File: src/rtl/bios_cmd_if.sv
`default_nettype none
// ============================================================================
// Module   : bios_cmd_if
// Purpose  : Request, byte-stream and response signals of bios_cmd_master.
// Revision : 1.0 - initial release
// ============================================================================
interface bios_cmd_if #(
    parameter int ADDR_WIDTH = 32
);
    logic                  i_cmd_valid;
    logic                  o_cmd_ready;
    logic [2:0]            i_cmd_op;
    logic [ADDR_WIDTH-1:0] i_cmd_addr;
    logic [7:0]            i_cmd_data;
    logic [7:0]            o_data;
    logic                  o_valid;
    logic                  i_out_ready;
    logic [7:0]            i_data;
    logic                  i_valid;
    logic                  o_in_ready;
    logic                  o_rsp_valid;
    logic [7:0]            o_rsp_data;
    logic                  o_rsp_err;
    logic                  o_busy;
    logic                  o_booted;

    modport master (
        input  i_cmd_valid, i_cmd_op, i_cmd_addr, i_cmd_data,
        input  i_out_ready, i_data, i_valid,
        output o_cmd_ready, o_data, o_valid, o_in_ready,
        output o_rsp_valid, o_rsp_data, o_rsp_err, o_busy, o_booted
    );

    modport slave (
        output i_cmd_valid, i_cmd_op, i_cmd_addr, i_cmd_data,
        output i_out_ready, i_data, i_valid,
        input  o_cmd_ready, o_data, o_valid, o_in_ready,
        input  o_rsp_valid, o_rsp_data, o_rsp_err, o_busy, o_booted
    );
endinterface
`default_nettype wire

File: src/rtl/bios_cmd_master.sv
`default_nettype none
// ============================================================================
// Module   : bios_cmd_master
// Purpose  : Turns word requests into 4-byte BIOS command frames with an
//            address-half cache, and collects single-byte read responses.
// Revision : 1.0 - initial release
// ============================================================================
module bios_cmd_master #(
    parameter int ADDR_WIDTH  = 32,
    parameter int RSP_TIMEOUT = 1024
) (
    input  wire logic  clk,
    input  wire logic  rst,
    bios_cmd_if.master bus
);
    localparam int                 c_TMO_W    = $clog2(RSP_TIMEOUT);
    localparam logic [c_TMO_W-1:0] c_TMO_LAST = c_TMO_W'(RSP_TIMEOUT - 1);
    localparam logic [c_TMO_W-1:0] c_TMO_ONE  = c_TMO_W'(1);

    localparam logic [1:0] c_ST_IDLE   = 2'd0;
    localparam logic [1:0] c_ST_SEND   = 2'd1;
    localparam logic [1:0] c_ST_WAIT   = 2'd2;
    localparam logic [1:0] c_ST_BOOTED = 2'd3;

    localparam logic [2:0] c_OP_NOP   = 3'd0;
    localparam logic [2:0] c_OP_BOOT  = 3'd1;
    localparam logic [2:0] c_OP_RST   = 3'd2;
    localparam logic [2:0] c_OP_ADRL  = 3'd3;
    localparam logic [2:0] c_OP_ADRH  = 3'd4;
    localparam logic [2:0] c_OP_WRITE = 3'd5;
    localparam logic [2:0] c_OP_READ  = 3'd6;

    function automatic logic [2:0] f_map_op(input logic [2:0] op);
        logic [2:0] m;
        case (op)
            3'd1:    m = c_OP_BOOT;
            3'd2:    m = c_OP_RST;
            3'd3:    m = c_OP_WRITE;
            3'd4:    m = c_OP_READ;
            default: m = c_OP_NOP;
        endcase
        return m;
    endfunction

    function automatic logic [7:0] f_frame_byte(input logic [2:0]  op,
                                                input logic [1:0]  idx,
                                                input logic [31:0] addr,
                                                input logic [7:0]  wdata);
        logic [7:0] b;
        b = 8'h00;
        if (idx == 2'd0) begin
            b = {5'b0, op};
        end else if (op == c_OP_ADRL) begin
            if (idx == 2'd1)      b = addr[7:0];
            else if (idx == 2'd2) b = addr[15:8];
        end else if (op == c_OP_ADRH) begin
            if (idx == 2'd1)      b = addr[23:16];
            else if (idx == 2'd2) b = addr[31:24];
        end else if (op == c_OP_WRITE && idx == 2'd1) begin
            b = wdata;
        end
        return b;
    endfunction

    logic [1:0]         state_q, state_d;
    logic [2:0]         op_q, op_d;
    logic [31:0]        addr_q, addr_d;
    logic [7:0]         wdata_q, wdata_d;
    logic               pend_lo_q, pend_lo_d;
    logic               pend_hi_q, pend_hi_d;
    logic [1:0]         idx_q, idx_d;
    logic [7:0]         data_q, data_d;
    logic               valid_q, valid_d;
    logic [c_TMO_W-1:0] tmo_q, tmo_d;
    logic               rsp_valid_q, rsp_valid_d;
    logic [7:0]         rsp_data_q, rsp_data_d;
    logic               rsp_err_q, rsp_err_d;
    logic               booted_q, booted_d;
    logic               lo_vld_q, lo_vld_d;
    logic [15:0]        lo_q, lo_d;
    logic               hi_vld_q, hi_vld_d;
    logic [15:0]        hi_q, hi_d;
    logic               alive_q;

    logic [31:0] w_cmd_addr32;
    logic        w_cmd_ready;
    logic        w_accept;
    logic        w_fire;
    logic        w_last;
    logic [2:0]  w_mop;
    logic        w_is_mem;
    logic        w_lo_miss;
    logic        w_hi_miss;
    logic [2:0]  w_cur_op;
    logic [2:0]  w_first_op;
    logic        w_tmo_hit;

    generate
        if (ADDR_WIDTH < 32) begin : g_addr_pad
            assign w_cmd_addr32 = {{(32-ADDR_WIDTH){1'b0}}, bus.i_cmd_addr};
        end else begin : g_addr_full
            assign w_cmd_addr32 = bus.i_cmd_addr[31:0];
        end
    endgenerate

    assign w_accept   = bus.i_cmd_valid & w_cmd_ready;
    assign w_fire     = valid_q & bus.i_out_ready;
    assign w_last     = (state_q == c_ST_SEND) & w_fire & (idx_q == 2'd3) & ~pend_lo_q & ~pend_hi_q;
    assign w_mop      = f_map_op(bus.i_cmd_op);
    assign w_is_mem   = (w_mop == c_OP_WRITE) | (w_mop == c_OP_READ);
    assign w_lo_miss  = w_is_mem & (~lo_vld_q | (lo_q != w_cmd_addr32[15:0]));
    assign w_hi_miss  = w_is_mem & (~hi_vld_q | (hi_q != w_cmd_addr32[31:16]));
    // Pending address frames always go out before the final command frame.
    assign w_cur_op   = pend_lo_q ? c_OP_ADRL : (pend_hi_q ? c_OP_ADRH : op_q);
    assign w_first_op = w_lo_miss ? c_OP_ADRL : (w_hi_miss ? c_OP_ADRH : w_mop);
    assign w_tmo_hit  = (tmo_q == c_TMO_LAST);

    always_ff @(posedge clk or posedge rst) begin
        if (rst) state_q <= c_ST_IDLE;
        else     state_q <= state_d;
    end

    always_comb begin
        state_d = state_q;
        case (state_q)
            c_ST_IDLE: if (w_accept) state_d = c_ST_SEND;
            c_ST_SEND: begin
                if (w_last) begin
                    if (op_q == c_OP_READ)      state_d = c_ST_WAIT;
                    else if (op_q == c_OP_BOOT) state_d = c_ST_BOOTED;
                    else                        state_d = c_ST_IDLE;
                end
            end
            c_ST_WAIT: if (bus.i_valid || w_tmo_hit) state_d = c_ST_IDLE;
            default:   state_d = c_ST_BOOTED;
        endcase
    end

    always_comb begin
        w_cmd_ready = alive_q & (state_q == c_ST_IDLE);
        bus.o_busy  = (state_q == c_ST_SEND) | (state_q == c_ST_WAIT);
    end

    assign bus.o_cmd_ready = w_cmd_ready;
    assign bus.o_data      = data_q;
    assign bus.o_valid     = valid_q;
    assign bus.o_in_ready  = alive_q;
    assign bus.o_rsp_valid = rsp_valid_q;
    assign bus.o_rsp_data  = rsp_data_q;
    assign bus.o_rsp_err   = rsp_err_q;
    assign bus.o_booted    = booted_q;

    always_comb begin
        op_d        = op_q;
        addr_d      = addr_q;
        wdata_d     = wdata_q;
        pend_lo_d   = pend_lo_q;
        pend_hi_d   = pend_hi_q;
        idx_d       = idx_q;
        data_d      = data_q;
        valid_d     = valid_q;
        tmo_d       = tmo_q;
        rsp_valid_d = 1'b0;
        rsp_data_d  = rsp_data_q;
        rsp_err_d   = rsp_err_q;
        booted_d    = booted_q;
        lo_vld_d    = lo_vld_q;
        lo_d        = lo_q;
        hi_vld_d    = hi_vld_q;
        hi_d        = hi_q;
        case (state_q)
            c_ST_IDLE: begin
                if (w_accept) begin
                    op_d      = w_mop;
                    addr_d    = w_cmd_addr32;
                    wdata_d   = bus.i_cmd_data;
                    pend_lo_d = w_lo_miss;
                    pend_hi_d = w_hi_miss;
                    idx_d     = 2'd0;
                    valid_d   = 1'b1;
                    data_d    = f_frame_byte(w_first_op, 2'd0, w_cmd_addr32, bus.i_cmd_data);
                end
            end
            c_ST_SEND: begin
                if (w_fire) begin
                    if (idx_q == 2'd3) begin
                        idx_d = 2'd0;
                        if (pend_lo_q) begin
                            lo_vld_d  = 1'b1;
                            lo_d      = addr_q[15:0];
                            pend_lo_d = 1'b0;
                            data_d    = {5'b0, (pend_hi_q ? c_OP_ADRH : op_q)};
                        end else if (pend_hi_q) begin
                            hi_vld_d  = 1'b1;
                            hi_d      = addr_q[31:16];
                            pend_hi_d = 1'b0;
                            data_d    = {5'b0, op_q};
                        end else begin
                            valid_d = 1'b0;
                            data_d  = 8'h00;
                            tmo_d   = '0;
                            if (op_q == c_OP_BOOT) booted_d = 1'b1;
                        end
                    end else begin
                        idx_d  = idx_q + 2'd1;
                        data_d = f_frame_byte(w_cur_op, idx_q + 2'd1, addr_q, wdata_q);
                    end
                end
            end
            c_ST_WAIT: begin
                // A byte landing on the timeout cycle still counts as a response.
                if (bus.i_valid) begin
                    rsp_valid_d = 1'b1;
                    rsp_data_d  = bus.i_data;
                    rsp_err_d   = 1'b0;
                end else if (w_tmo_hit) begin
                    rsp_valid_d = 1'b1;
                    rsp_data_d  = 8'h00;
                    rsp_err_d   = 1'b1;
                end else begin
                    tmo_d = tmo_q + c_TMO_ONE;
                end
            end
            default: ;
        endcase
    end

    always_ff @(posedge clk or posedge rst) begin
        if (rst) begin
            op_q        <= c_OP_NOP;
            addr_q      <= '0;
            wdata_q     <= '0;
            pend_lo_q   <= 1'b0;
            pend_hi_q   <= 1'b0;
            idx_q       <= 2'd0;
            data_q      <= '0;
            valid_q     <= 1'b0;
            tmo_q       <= '0;
            rsp_valid_q <= 1'b0;
            rsp_data_q  <= '0;
            rsp_err_q   <= 1'b0;
            booted_q    <= 1'b0;
            lo_vld_q    <= 1'b0;
            lo_q        <= '0;
            hi_vld_q    <= 1'b0;
            hi_q        <= '0;
            alive_q     <= 1'b0;
        end else begin
            op_q        <= op_d;
            addr_q      <= addr_d;
            wdata_q     <= wdata_d;
            pend_lo_q   <= pend_lo_d;
            pend_hi_q   <= pend_hi_d;
            idx_q       <= idx_d;
            data_q      <= data_d;
            valid_q     <= valid_d;
            tmo_q       <= tmo_d;
            rsp_valid_q <= rsp_valid_d;
            rsp_data_q  <= rsp_data_d;
            rsp_err_q   <= rsp_err_d;
            booted_q    <= booted_d;
            lo_vld_q    <= lo_vld_d;
            lo_q        <= lo_d;
            hi_vld_q    <= hi_vld_d;
            hi_q        <= hi_d;
            alive_q     <= 1'b1;
        end
    end
endmodule
`default_nettype wire

File: src/flat_wrapper.sv
// flat-port wrapper written by rule: the top's interface ports become plain ports
module bios_cmd_master_flat 
#(
    parameter int ADDR_WIDTH  = 32,
    parameter int RSP_TIMEOUT = 1024
)
  (clk, rst, bus_i_cmd_valid, bus_i_cmd_op, bus_i_cmd_addr, bus_i_cmd_data, bus_i_out_ready, bus_i_data, bus_i_valid, bus_o_cmd_ready, bus_o_data, bus_o_valid, bus_o_in_ready, bus_o_rsp_valid, bus_o_rsp_data, bus_o_rsp_err, bus_o_busy, bus_o_booted);
  bios_cmd_if #(.ADDR_WIDTH(ADDR_WIDTH)) bus_i ();
  input  wire logic clk;
  input  wire logic rst;
  input wire logic [$bits(bus_i.i_cmd_valid)-1:0] bus_i_cmd_valid;
  input wire logic [$bits(bus_i.i_cmd_op)-1:0] bus_i_cmd_op;
  input wire logic [$bits(bus_i.i_cmd_addr)-1:0] bus_i_cmd_addr;
  input wire logic [$bits(bus_i.i_cmd_data)-1:0] bus_i_cmd_data;
  input wire logic [$bits(bus_i.i_out_ready)-1:0] bus_i_out_ready;
  input wire logic [$bits(bus_i.i_data)-1:0] bus_i_data;
  input wire logic [$bits(bus_i.i_valid)-1:0] bus_i_valid;
  output wire logic [$bits(bus_i.o_cmd_ready)-1:0] bus_o_cmd_ready;
  output wire logic [$bits(bus_i.o_data)-1:0] bus_o_data;
  output wire logic [$bits(bus_i.o_valid)-1:0] bus_o_valid;
  output wire logic [$bits(bus_i.o_in_ready)-1:0] bus_o_in_ready;
  output wire logic [$bits(bus_i.o_rsp_valid)-1:0] bus_o_rsp_valid;
  output wire logic [$bits(bus_i.o_rsp_data)-1:0] bus_o_rsp_data;
  output wire logic [$bits(bus_i.o_rsp_err)-1:0] bus_o_rsp_err;
  output wire logic [$bits(bus_i.o_busy)-1:0] bus_o_busy;
  output wire logic [$bits(bus_i.o_booted)-1:0] bus_o_booted;
  assign bus_i.i_cmd_valid = bus_i_cmd_valid;
  assign bus_i.i_cmd_op = bus_i_cmd_op;
  assign bus_i.i_cmd_addr = bus_i_cmd_addr;
  assign bus_i.i_cmd_data = bus_i_cmd_data;
  assign bus_i.i_out_ready = bus_i_out_ready;
  assign bus_i.i_data = bus_i_data;
  assign bus_i.i_valid = bus_i_valid;
  assign bus_o_cmd_ready = bus_i.o_cmd_ready;
  assign bus_o_data = bus_i.o_data;
  assign bus_o_valid = bus_i.o_valid;
  assign bus_o_in_ready = bus_i.o_in_ready;
  assign bus_o_rsp_valid = bus_i.o_rsp_valid;
  assign bus_o_rsp_data = bus_i.o_rsp_data;
  assign bus_o_rsp_err = bus_i.o_rsp_err;
  assign bus_o_busy = bus_i.o_busy;
  assign bus_o_booted = bus_i.o_booted;
  bios_cmd_master #(.ADDR_WIDTH(ADDR_WIDTH), .RSP_TIMEOUT(RSP_TIMEOUT)) u_core (.clk(clk), .rst(rst), .bus(bus_i));
endmodule
File: config.mk
export PLATFORM = sky130hd
export DESIGN_NAME = bios_cmd_master_flat
export DESIGN_NICKNAME = d
export VERILOG_FILES = /design/src/rtl/bios_cmd_if.sv /design/src/rtl/bios_cmd_master.sv /design/src/flat_wrapper.sv
export SDC_FILE = /design/constraint.sdc
export NUM_CORES = 1
export LEC_CHECK = 0
export BUFFER_PORTS_ARGS = -buffer_cell sky130_fd_sc_hd__buf_2
export CAP_MARGIN = 10
export CORE_MARGIN = 1
export CORE_UTILIZATION = 40
export CTS_CLUSTER_DIAMETER = 40
export CTS_CLUSTER_SIZE = 8
export DETAILED_ROUTE_END_ITERATION = 7
export PLACE_DENSITY_LB_ADDON = 0.2
export SYNTH_ARGS = -nofsm -noshare
export SYNTH_HDL_FRONTEND = slang
export SYNTH_SLANG_ARGS = --single-unit
File: constraint.sdc
create_clock -name clk -period 5.7 [get_ports clk]
set_input_delay 0.57 -clock clk [delete_from_list [all_inputs] [get_ports clk]]
set_output_delay 0.57 -clock clk [all_outputs]
set_load 0.005 [all_outputs]
== Word-level counts from Yosys, hierarchy flattened ==
Index checks and enable logic that the tools add are counted.
W data, S select, Z words.
Word-level totals
  register bits: 114
  input port bits: 56
  output and inout bits: 23
  logic and storage cells: 142
Cells by class
  add/subtract/negate cells: 2
  equality and inequality tests: 28
  mux-type cells: 58
  bitwise operators: 17
  reductions and logical operators: 18
Operator list (count)
  $mux W8: 14
  $mux W10: 6
  $ne A16 B16 Y1: 2
  $pmux W10 S2: 1
  $eq A3 B3 Y1 const B: 6
  $mux W1: 17
  $mux W2: 8
  $pmux W8 S2: 1
  $mux W3: 5
  $pmux W3 S4: 1
  $reduce_and A6 Y1: 2
  $add A10 B1 Y10 const B: 1
  $eq A10 B10 Y1 const B: 1
  $ne A2 B2 Y1 const B: 5
  $reduce_and A5 Y1: 2
  $and A1 B1 Y1: 9
  $eq A3 B2 Y1 const B: 3
  $ne A2 B1 Y1 const B: 4
  $reduce_and A4 Y1: 2
  $reduce_and A7 Y1: 1
  $eq A2 B2 Y1 const B: 3
  $eq A3 B1 Y1 const B: 2
  $pmux W1 S2: 3
  $pmux W2 S3: 1
  11 further kinds: 23

== Logic depth before layout (Yosys ltp) ==
  depth in word-level cells: 11
  gate-level depth with buffers: 8
  mapped depth without buffers: 7

== Least setup slack after synthesis ==
No wires, ideal clock.
  path kind: flip-flop to flip-flop
  start: register u_core.state_q[0]
  end: register u_core.addr_q[0]
  setup time: 0.125 ns
  arrival: 1.858 ns
  required time: 5.575 ns
  setup slack: 3.717 ns
  cell stages (with the launch flop): 7
  path buffers: 2
  clock period less this slack: 1.983 ns
  path through: dfrtp_1 -> inv_1 -> ha_1 -> nand3_1 -> buf_1 -> buf_1 -> mux2_2
Between the ends
  longest elaborated chain between the ends: 4
Ends and longest elaborated chain
  start: declaration: line bios_cmd_master.sv:65  | logic [1:0] state_q, state_d;
  start signal: assignment: line bios_cmd_master.sv:119  | if (rst) state_q <= c_ST_IDLE;
  start signal: assignment: line bios_cmd_master.sv:120  | else state_q <= state_d;
  $logic_not A2 Y1 (*): line bios_cmd_master.sv:140, bios_cmd_master.sv:171
  $and A1 B1 Y1: line bios_cmd_master.sv:140  | w_cmd_ready = alive_q & (state_q == c_ST_IDLE);
  $and A1 B1 Y1: line bios_cmd_master.sv:106  | assign w_accept = bus.i_cmd_valid & w_cmd_ready;
  $reduce_and A2 Y1 (no line) (*)
  end signal: assignment: line bios_cmd_master.sv:250  | addr_q <= addr_d;
  end: declaration: line bios_cmd_master.sv:67  | logic [31:0] addr_q, addr_d;
Mark *: on every way between the ends. The rest lies on a longest branch, timed or not.
A chain may end at the register's enable or synchronous reset.

== Worst setup path after layout ==
  start: register u_core.state_q[0]
  end: register u_core.data_q[0] (netlist: u_core.bus.o_data[0])
Between the ends
  longest elaborated chain between the ends: 5
  elaborated cells between the ends (all ways): 9
  classes of those cells: eq/ne (3); mux (1); bitwise (2); reduce/logical (3)
Ends and longest elaborated chain
  $logic_not A2 Y1: line bios_cmd_master.sv:140, bios_cmd_master.sv:171
  $and A1 B1 Y1: line bios_cmd_master.sv:140
  $and A1 B1 Y1: line bios_cmd_master.sv:106
  $ne A2 B1 Y1 (no line)
  $reduce_and A3 Y1 (no line)
  end signal: assignment: line bios_cmd_master.sv:255  | data_q <= data_d;
  end: declaration: line bios_cmd_master.sv:72  | logic [7:0] data_q, data_d;
Several ways; a longest one is shown, not always the timed one.

==> impl_results.md <==
* Outcome: finished clean
* Sequential element share of the synthesized area at 51.78%
* GPL Wtd Cong at about 0.8
* DIE HEIGHT at 119.4 µm
* Full die area at 0.01425 mm²
* Post-CTS resize count at 0
* # Max-Cap Violations at 0
* TritonCTS clock tree: built
* Largest net degree at the start of global routing at 62
* Worst r2r path cells at 8
* Top cell type's share of synthesized area at between 50% and 60%
* Post-synth EDFFs at 0
* Most common flop cell mapped by yosys: dfrtp_1
* Diode count at 0
* Largest stage delay, worst path at 0.81 ns
* F_max at 370.5 MHz
* Drt drc at 0
* Final hold vios at 0
* Avg Inst Size Synth at ~12 µm²
* Cell family with most CP delay: compound AO/OA/AOI/OAI gates
* Worst Path Max Fanout at 49
* Tightest Pin Transition at 0.9635 ns
* Row cnt at between 40 and 50
* Pwr Total at 3.514 mW
* Area contributors post-synth: dfrtp_1 52%, mux2_2 15%, xnor2_1 3.0%
* Distinct cell type count after synthesis at 59
* Initial Util at between 40% and 50%
* Vias in the first global route at 3,969
* DP Wirelength at between 8 and 9 mm
* CTS Buf Count at 17
* Fin util at between 40% and 50%
* Avg Vias per Cell at 5.363
* Clk Latency, worst-skew pair at around 0.41 ns
* Antenna viol nets, final at 0
* Critical-path cell list: inv_1, ha_1, nand3_2, buf_4, a22oi_1, nand2_1, a311oi_1, a21oi_1
* Initial antenna violation count at 0
* Synth Register Bits at around 110
* Min-delay worst type: input pin to async pin
* Hold_buf cts at 0
* Grt ovf at 0
* Final min period at 2.699 ns
* Worst slack, placed at 2.993 ns
* Reg-to-Reg End: u_core.bus.o_data[0]$_DFFE_PP0P_
* Req. time, crit path at 5.97 ns
* Clock Sinks at approximately 110
* RSZ-0062 raised after global routing: false
* Post-CTS Setup Inserts at 0
* I/O pin total at 79
* R2R Path Start: u_core.state_q[0]$_DFFE_PP0P_
* I/O Buffers at slightly below 80
* Final slew viol count at 0
* Area Overhead vs Synth at 21.05%
* Reg2Reg Setup Slack at 3.00 ns
* Core area at 0.01335 mm²
* Tcrit/Tclk final at a little under half
* CP Buf/Inv Count at 2
* Max-slew headroom at 35.76%
* Vias at 3,979
* Clk slew on worst S/H paths at 0.05 ns
* Setup Skew at 0.01057 ns
* Worst setup EP type: flip-flop
* Nets at slightly above 600
* Yosys Warn Count at 0
* CP startpoint kind: flip-flop
* Slowest stage cell on the critical path: a22oi_1
* Setup violators final at 0
* Setup TNS at 0 ns
* Post-Route WL at 12.27 mm
* P per Cell Area at about 530 mW/mm²
* Total track usage at 18.62%
* Syn nets at 539
* Root buffer cell: clkbuf_16
* Leak pwr at 3.068 nW
* CTS max path bufs at 2
* Fillers at around 1,200
* Worst setup path category: flip-flop to flip-flop
* Arr. time, crit path at 2.97 ns
* Share of flip-flops with an asynchronous set or reset at 100.0%
* Synth Cell Area at 0.005509 mm²
* WL/cell at about 17 µm
* First-pass GRT wire length at about 20 mm
* Detailed Routing Iterations Pass 1 at 5
* Mapped Cells at approximately 480
* Largest area contributor in the netlist: dfrtp_1
* DR iter-0 viols at 139
* Peak VDD IR at 0.0002964 V
* Die width at 119.4 µm
* Worst setup margin at 3.001 ns
* Share of post-route cells with drive strength above 1 at 34.63%
* H-tree Lvls at 4
## metrics by stage
step / cells / area [µm²] / hold WS [ns]
after global routing: 742 / 6669 / 0.3595
after floorplan: 475 / 5509 / 0.4346
after CTS: 742 / 6669 / 0.3333
after detailed placement: 710 / 6055 / 0.4606
final: 742 / 6669 / 0.2966
after global placement: 710 / 6055 / 0.4523
## report_power, final
part | total [mW] | internal, mW | switching (mW)
Combinational | 1.07 | 0.514 | 0.552
Clock | 1.09 | 0.729 | 0.362
Sequential | 1.36 | 1.11 | 0.251
## placed cells by master, fill, tap and decap left out, types with 4 or more instances in the layout
cell type	Yosys	layout
nand3b_1	7	7
xor2_1	16	16
clkinv_2	0	5
ha_1	8	8
o31ai_1	5	5
buf_2	4	78
xnor2_1	19	19
mux2_2	73	73
nand4_1	7	7
clkbuf_8	0	4
dfrtp_1	114	114
a211oi_1	10	10
or3_1	5	5
inv_1	10	9
a22o_1	10	10
a21oi_1	20	20
nor4_1	4	4
o41ai_1	5	5
nand2b_1	7	7
nand3_1	11	10
nand2_1	39	39
clkbuf_16	0	17
nor2_1	17	17
o21ai_0	13	13
or4_1	4	4
## flip-flops by register name, indices dropped and copies added, names as in the netlist, 2 cells and up
signal / cells
u_core.addr_q: 32
u_core.hi_q: 16
u_core.lo_q: 16
u_core.tmo_q: 10
u_core.bus.o_data: 8
u_core.bus.o_rsp_data: 8
u_core.wdata_q: 8
u_core.op_q: 3
u_core.idx_q: 2
u_core.state_q: 2
## layer usage
| layer | wire (µm) | track usage, % | share of wire, % |
|---|---|---|---|
| met1 | 5808 | 25.12 | 47 |
| met2 | 5699 | 28.34 | 46 |
| met3 | 579 | 5.460 | 4.7 |
| met4 | 180 | 6.797 | 1.5 |
| met5 | 0 | 0 | 0 |
## synth_stat cells (all sizes together), types with 11 or more instances
cell and n:
dfrtp 114, clkbuf 13, xnor2 19, xor2 16, nand2 39, mux2 73, nor2 17, a21oi 20
nand3 11, o21ai 14
## final cells by class
type	instances	area [µm²]	area share, %
flip-flops and latches	114	2853	42.78
inverters	10	40.04	0.6004
repair buffers	81	412.9	6.191
clock inverters	10	130.1	1.951
multi-input cells	329	2529	37.92
clock buffers	22	484.2	7.261
well taps	176	220.2	3.302
## kinds of logic (layout without fill, tap and decap cells)
family,count (synthesis),after routing,synth area share [%]
compound gates,87,87,11.20
xor+xnor,35,35,5.564
fa+ha+maj,9,9,1.999
buf+inv,32,123,2.408
flops,114,114,51.78
mux,74,74,15.10
other cells,1,1,0.06807
simple gates,123,123,11.88
## worst max path at each step
stage	startpoint	endpoint	slack, ns	cells past startpoint
2_1_floorplan	rst	u_core.addr_q[0]$_DFFE_PP0P_	2.11	1
3_3_place_gp	u_core.state_q[1]$_DFFE_PP0P_	u_core.lo_q[7]$_DFFE_PP0P_	3.11	5
5_1_grt	u_core.state_q[0]$_DFFE_PP0P_	u_core.bus.o_data[0]$_DFFE_PP0P_	2.75	8
4_1_cts	u_core.state_q[0]$_DFFE_PP0P_	u_core.bus.o_data[0]$_DFFE_PP0P_	2.98	8
6_report	u_core.state_q[0]$_DFFE_PP0P_	u_core.bus.o_data[0]$_DFFE_PP0P_	3.00	8
3_5_place_dp	u_core.state_q[0]$_DFFE_PP0P_	u_core.bus.o_data[0]$_DFFE_PP0P_	2.99	8
Note: power is estimated with default switching activity, not from simulation.
